===== src/rtl/maze_pkg.sv =====
// Shared maze types and direction helpers for the sprite movement logic.
package maze_pkg;

    typedef enum logic [2:0] {
        DIR_NONE  = 3'd0,
        DIR_UP    = 3'd1,
        DIR_DOWN  = 3'd2,
        DIR_LEFT  = 3'd3,
        DIR_RIGHT = 3'd4
    } dir_t;

    typedef enum logic {
        ST_STOPPED = 1'b0,
        ST_MOVING  = 1'b1
    } mover_state_t;

    localparam int MAZE_W = 12;
    localparam int MAZE_H = 12;

    // Index of a direction inside the {up, down, left, right} turnable mask.
    function automatic logic [1:0] dir_bit(dir_t d);
        case (d)
            DIR_UP:   return 2'd3;
            DIR_DOWN: return 2'd2;
            DIR_LEFT: return 2'd1;
            default:  return 2'd0;
        endcase
    endfunction

    function automatic dir_t opposite(dir_t d);
        case (d)
            DIR_UP:    return DIR_DOWN;
            DIR_DOWN:  return DIR_UP;
            DIR_LEFT:  return DIR_RIGHT;
            DIR_RIGHT: return DIR_LEFT;
            default:   return DIR_NONE;
        endcase
    endfunction

    function automatic logic in_bounds(dir_t d, logic [4:0] x, logic [4:0] y);
        case (d)
            DIR_UP:    return y > 5'd1;
            DIR_DOWN:  return y < 5'(MAZE_H);
            DIR_LEFT:  return x > 5'd1;
            DIR_RIGHT: return x < 5'(MAZE_W);
            default:   return 1'b0;
        endcase
    endfunction

    // Out-of-range neighbours count as walls even when the lookup reports open.
    function automatic logic dir_allowed(dir_t d, logic [3:0] mask, logic [4:0] x, logic [4:0] y);
        return (d != DIR_NONE) && mask[dir_bit(d)] && in_bounds(d, x, y);
    endfunction

    function automatic logic [4:0] nbr_x(dir_t d, logic [4:0] x);
        case (d)
            DIR_RIGHT: return x + 5'd1;
            DIR_LEFT:  return x - 5'd1;
            default:   return x;
        endcase
    endfunction

    function automatic logic [4:0] nbr_y(dir_t d, logic [4:0] y);
        case (d)
            DIR_DOWN: return y + 5'd1;
            DIR_UP:   return y - 5'd1;
            default:  return y;
        endcase
    endfunction

endpackage


===== src/rtl/sprite_mover_dir_arbiter.sv =====
// Chooses the direction a centred sprite leaves its tile in: pending turn first, then current heading.
module dir_arbiter
    import maze_pkg::*;
(
    input  dir_t       pend_dir,
    input  dir_t       cur_dir,
    input  logic [3:0] turnable,
    input  logic [4:0] tile_x,
    input  logic [4:0] tile_y,
    output dir_t       next_dir,
    output logic       take_pend
);

    always_comb begin
        next_dir  = DIR_NONE;
        take_pend = 1'b0;
        if (dir_allowed(pend_dir, turnable, tile_x, tile_y)) begin
            next_dir  = pend_dir;
            take_pend = 1'b1;
        end else if (dir_allowed(cur_dir, turnable, tile_x, tile_y)) begin
            next_dir = cur_dir;
        end
    end

endmodule


===== src/rtl/sprite_mover.sv =====
// Tile-grid movement controller for one maze sprite: buffered turns, wall stops, pixel position output.
module sprite_mover
    import maze_pkg::*;
#(
    parameter int TILE    = 16,
    parameter int STEP    = 1,
    parameter int START_X = 2,
    parameter int START_Y = 1
) (
    input  logic        Clk,
    input  logic        Reset_n,
    input  logic        frame_tick,
    input  logic        req_valid,
    input  logic [2:0]  req_dir,
    input  logic [3:0]  turnable,
    output logic [4:0]  wall_x,
    output logic [4:0]  wall_y,
    output logic [4:0]  tile_x,
    output logic [4:0]  tile_y,
    output logic [9:0]  pix_x,
    output logic [9:0]  pix_y,
    output logic [2:0]  cur_dir,
    output logic        moving,
    output logic        tile_entered
);

    localparam int OFF_W = $clog2(TILE);

    logic [4:0]       tile_x_q, tile_x_d, tile_y_q, tile_y_d;
    logic [OFF_W-1:0] offset_q, offset_d;
    logic [OFF_W:0]   off_sum;
    dir_t             cur_q, cur_d, pend_q, pend_d, pend_in, arb_dir;
    mover_state_t     state_q, state_d;
    logic             entered_q, entered_d, take_pend;
    logic [9:0]       pix_x_q, pix_x_d, pix_y_q, pix_y_d, base_x, base_y, off10;

    // A same-cycle request takes part in this cycle's decision.
    assign pend_in = req_valid ? dir_t'(req_dir) : pend_q;
    assign off_sum = {1'b0, offset_q} + (OFF_W+1)'(STEP);

    dir_arbiter u_arb (
        .pend_dir  (pend_in),
        .cur_dir   (cur_q),
        .turnable  (turnable),
        .tile_x    (tile_x_q),
        .tile_y    (tile_y_q),
        .next_dir  (arb_dir),
        .take_pend (take_pend)
    );

    always_comb begin
        tile_x_d  = tile_x_q;
        tile_y_d  = tile_y_q;
        offset_d  = offset_q;
        cur_d     = cur_q;
        pend_d    = pend_in;
        state_d   = state_q;
        entered_d = 1'b0;
        if (frame_tick) begin
            if (offset_q == '0) begin
                if (arb_dir == DIR_NONE) begin
                    cur_d   = DIR_NONE;
                    state_d = ST_STOPPED;
                end else begin
                    cur_d    = arb_dir;
                    offset_d = OFF_W'(STEP);
                    state_d  = ST_MOVING;
                    if (take_pend) pend_d = DIR_NONE;
                end
            end else if (pend_in == opposite(cur_q)) begin
                // Reversal: re-origin on the tile ahead; TILE is 2^OFF_W so TILE-offset wraps to -offset.
                tile_x_d  = nbr_x(cur_q, tile_x_q);
                tile_y_d  = nbr_y(cur_q, tile_y_q);
                offset_d  = '0 - offset_q;
                cur_d     = pend_in;
                pend_d    = DIR_NONE;
                entered_d = 1'b1;
            end else if (off_sum == (OFF_W+1)'(TILE)) begin
                tile_x_d  = nbr_x(cur_q, tile_x_q);
                tile_y_d  = nbr_y(cur_q, tile_y_q);
                offset_d  = '0;
                entered_d = 1'b1;
            end else begin
                offset_d = off_sum[OFF_W-1:0];
            end
        end

        base_x  = ({5'd0, tile_x_d} - 10'd1) * 10'(TILE);
        base_y  = ({5'd0, tile_y_d} - 10'd1) * 10'(TILE);
        off10   = 10'(offset_d);
        pix_x_d = base_x;
        pix_y_d = base_y;
        case (cur_d)
            DIR_RIGHT: pix_x_d = base_x + off10;
            DIR_LEFT:  pix_x_d = base_x - off10;
            DIR_DOWN:  pix_y_d = base_y + off10;
            DIR_UP:    pix_y_d = base_y - off10;
            default:   ;
        endcase
    end

    always_ff @(posedge Clk) begin
        if (!Reset_n) begin
            tile_x_q  <= 5'(START_X);
            tile_y_q  <= 5'(START_Y);
            offset_q  <= '0;
            cur_q     <= DIR_NONE;
            pend_q    <= DIR_NONE;
            state_q   <= ST_STOPPED;
            entered_q <= 1'b0;
            pix_x_q   <= 10'((START_X - 1) * TILE);
            pix_y_q   <= 10'((START_Y - 1) * TILE);
        end else begin
            tile_x_q  <= tile_x_d;
            tile_y_q  <= tile_y_d;
            offset_q  <= offset_d;
            cur_q     <= cur_d;
            pend_q    <= pend_d;
            state_q   <= state_d;
            entered_q <= entered_d;
            pix_x_q   <= pix_x_d;
            pix_y_q   <= pix_y_d;
        end
    end

    assign wall_x       = tile_x_q;
    assign wall_y       = tile_y_q;
    assign tile_x       = tile_x_q;
    assign tile_y       = tile_y_q;
    assign pix_x        = pix_x_q;
    assign pix_y        = pix_y_q;
    assign cur_dir      = cur_q;
    assign moving       = (state_q == ST_MOVING);
    assign tile_entered = entered_q;

endmodule

===== config.mk =====
export PLATFORM = sky130hd
export DESIGN_NAME = sprite_mover
export DESIGN_NICKNAME = d
export VERILOG_FILES = /design/src/rtl/maze_pkg.sv /design/src/rtl/sprite_mover_dir_arbiter.sv /design/src/rtl/sprite_mover.sv
export SDC_FILE = /design/constraint.sdc
export NUM_CORES = 1
export LEC_CHECK = 0
export ABC_AREA = 1
export BUFFER_PORTS_ARGS = -buffer_cell sky130_fd_sc_hd__buf_2
export CORE_ASPECT_RATIO = 0.7
export CORE_UTILIZATION = 60
export CTS_BUF_LIST = sky130_fd_sc_hd__clkbuf_16
export DETAILED_ROUTE_END_ITERATION = 7
export GPL_TIMING_DRIVEN = 0
export PLACE_DENSITY = 0.95
export SLEW_MARGIN = 15
export SYNTH_ARGS = -nofsm -noshare
export SYNTH_HDL_FRONTEND = slang
export SYNTH_SLANG_ARGS = --single-unit

===== constraint.sdc =====
create_clock -name Clk -period 6.2 [get_ports Clk]
set_input_delay 1.24 -clock Clk [delete_from_list [all_inputs] [get_ports Clk]]
set_output_delay 1.24 -clock Clk [all_outputs]
set_load 0.02 [all_outputs]

==> flow_summary.yaml <==
routing:
  drc: 2
  viasPerCell: 5.47
  vias: 3230
  drt-pass1-iter-count: 7
  routed_wire_length_per_instance_um: 12.9
  drt-initial-drc-count: 379
  ant_nets: 0
  wirelength_um: 7630
grt:
  grt_pass1_vias: 2803
  antenna_found_initial: 0
  grt.total_usage_pct: 30.1
  grt_max_degree: 15
  grt_pass1_wl_um: 12300
  overflow: 0
timing:
  fin_skew_ns: 0.00569
  fmax_mhz: 274
  setup_ws_ns: 2.55
  setup_tns_ns: 0
  setup_viol: 0
  max_slew_margin_pct: 63.7
  min_period_over_period_pct: 58.9
  holdWs_ns: 0.504
  worst_pin_slew_ns: 0.544
  rsz0062_at_grt: "false"
  maxSlewViolCount: 0
  hold_viol_final: 0
  min_period_ns: 3.65
clock_tree:
  cts.sinks: 42
  cts_buffers: 5
  clk_path_buf_depth: 2
  cts_resized: 0
  post_cts_buffers: 0
  htreeDepth: 2
  clock-root-buffer: "clkbuf_16"
  clkTransAtPathRegs_ns: 0.06
  tritoncts: "done"
  clock_latency_ns: 0.29
  hold_buffers: 0
logic_synthesis:
  synth_simple_gate_area_share_pct: 39.3
  synth_top_family_by_area: "simple AND/OR/NAND/NOR gates"
  synth_xor_area_share_pct: 4.64
  synth_top_area_share_pct: 27.9
  synthArstFlopShare_pct: 0
  synthTopCellsByArea: "dfxtp_1, nand2_1, nor2_1"
  synth_top_area_cell: "dfxtp_1"
  synth.distinct_cells: 43
  synth.area.mux_share_pct: 0
  synth_warnings: 0
  synth_edf_count: 0
  seq_area_frac_synth_pct: 27.9
  synth_area_um2: 3020
  ys_ff_latch: 42
  syn-num-nets: 484
  postSynthCellCount: 459
  synth_compound_area_share_pct: 9.87
  synth_top_flop_cell: "dfxtp_1"
  syn_avg_cell_area_um2: 6.57
  synth-adder-area-share_pct: 5.80
setup_path:
  timing.rr.end: "pix_x[9]"
  cp_max_fo: 6
  rr_worst_depth: 15
  crit_end: "pix_x[8]"
  crit_arrival_ns: 3.83
  r2r_slack_ns: 3.06
  start_kind: "primary input"
  end_kind: "flip-flop"
  path_class: "primary input to flip-flop"
  reg2reg_from: "cur_dir[0]"
  required_ns: 6.38
  crit_path_start: "req_valid"
run_status:
  status: "complete, but fails checks"
  violations: "DRC"
placed_design:
  dp_hpwl_um: 5760
  post-place-ws_ns: 2.40
  place.gp.congestion: 0.926
  placed_area_um2: 3380
  io_buffers: 55
floorplan:
  dieArea_um2: 5320
  ios: 56
  fp.coreArea_um2: 4810
  die_h_um: 61.3
  start_util_pct: 62.8
  num_rows: 21
  die_w_um: 86.8
pwr:
  worst_ir_drop_vdd_v: 0.000170
  power-per-cell-area_nw_per_um2: 240
  leakage_uw: 0.00187
layout:
  nets: 546
  drive_gt1_share_pct: 23.9
  synthToLayoutAreaGrowth_pct: 18.4
  num_antenna_cells: 0
  final_area_um2: 3570
min_path:
  min_path_type: "flip-flop to flip-flop"
  hold_depth: 2
job:
  max_cap_viol_count: 0
routing by layer:
metal / track usage [%] / wire (um) / up-vias
met5: 0 / 0 / -
met4: 12.9 / 190 / 0
met3: 5.36 / 650 / 34
met2: 53.2 / 3570 / 185
met1: 37.2 / 3220 / 1454
li1: - / - / 1557
registers in the layout, indices dropped and copies added (netlist names):
register / cells
cur_dir: 3
moving: 1
offset_q: 4
pend_q: 3
pix_x: 10
pix_y: 10
tile_entered: 1
tile_x: 5
tile_y: 5
cells in the mapped netlist, types with 2 or more instances:
cell type and instances:
a21oi_1 12, a21oi_2 2, a22oi_1 2, buf_4 10
clkbuf_1 2, dfxtp_1 42, ha_1 14, inv_1 59
inv_2 12, nand2_1 114, nand2_2 10, nand2_4 2
nand3_1 36, nand3_2 3, nand3_4 2, nand4_1 3
nor2_1 65, nor2_2 5, nor2_4 2, nor2_8 2
nor3_1 6, o21ai_0 15, o21ai_1 2, o22ai_1 6
o32ai_1 4, xnor2_1 3, xor2_1 8
worst min path at each step:
stage / start / to / slack [ns]
6_report: moving / moving / 0.50
5_1_grt: moving / moving / 0.53
4_1_cts: moving / moving / 0.51
3_5_place_dp: moving / moving / 0.49
3_3_place_gp: moving / moving / 0.47
2_1_floorplan: moving / moving / 0.54
power breakdown:
part,switching (uW),internal (uW),total (uW)
logic,158,67.1,225
clock network,109,231,340
registers,8.63,282,291
placed cells by master (no fill, tap or decap), types with 12 or more instances in the layout:
cell type / instances
nand2_1: 114
nor2_1: 65
inv_1: 59
buf_2: 56
dfxtp_1: 42
nand3_1: 36
o21ai_0: 15
ha_1: 14
inv_2: 12
a21oi_1: 12
cells by family after synthesis:
logic type | after synthesis
and+or+nand+nor | 255
DFF | 42
buffers and inverters | 87
adders and majority gates | 14
xor gates and xnor gates | 13
AOI/OAI and AO/OA | 48
through the flow:
| step | total power (uW) | util [%] | cells |
|---|---|---|---|
| 2_1_floorplan | 460 | - | 459 |
| 3_3_place_gp | 504 | 70.3 | 583 |
| 3_5_place_dp | 512 | 70.3 | 583 |
| 4_1_cts | 850 | 74.3 | 591 |
| 5_1_grt | 893 | 74.3 | 591 |
| 6_report | 856 | 74.3 | 591 |
cell type report:
class	instances	area [um2]
multi-input combinational	330	1800
fill	373	1230
clock inverter	3	68.8
inverter	72	273
clock buffer	5	125
timing repair buffer	55	275
tap	69	86.3
buffer	15	106
sequential	42	841
critical path, stage by stage:
cell      delay, ns
buf_2          0.13
inv_2          0.06
nand2_1        0.05
nand2_1        0.13
o21ai_0        0.25
nor2_1         0.10
a21oi_1        0.26
nand2_1        0.09
nand2_1        0.11
nand3_1        0.15
o21bai_2       0.21
inv_1          0.09
ha_1           0.23
nand3_1        0.24
nand2_1        0.15
nor3_2         0.19
nand2_1        0.07
nand2_1        0.06
nor2_1         0.03
(Power assumes the default switching activity.)
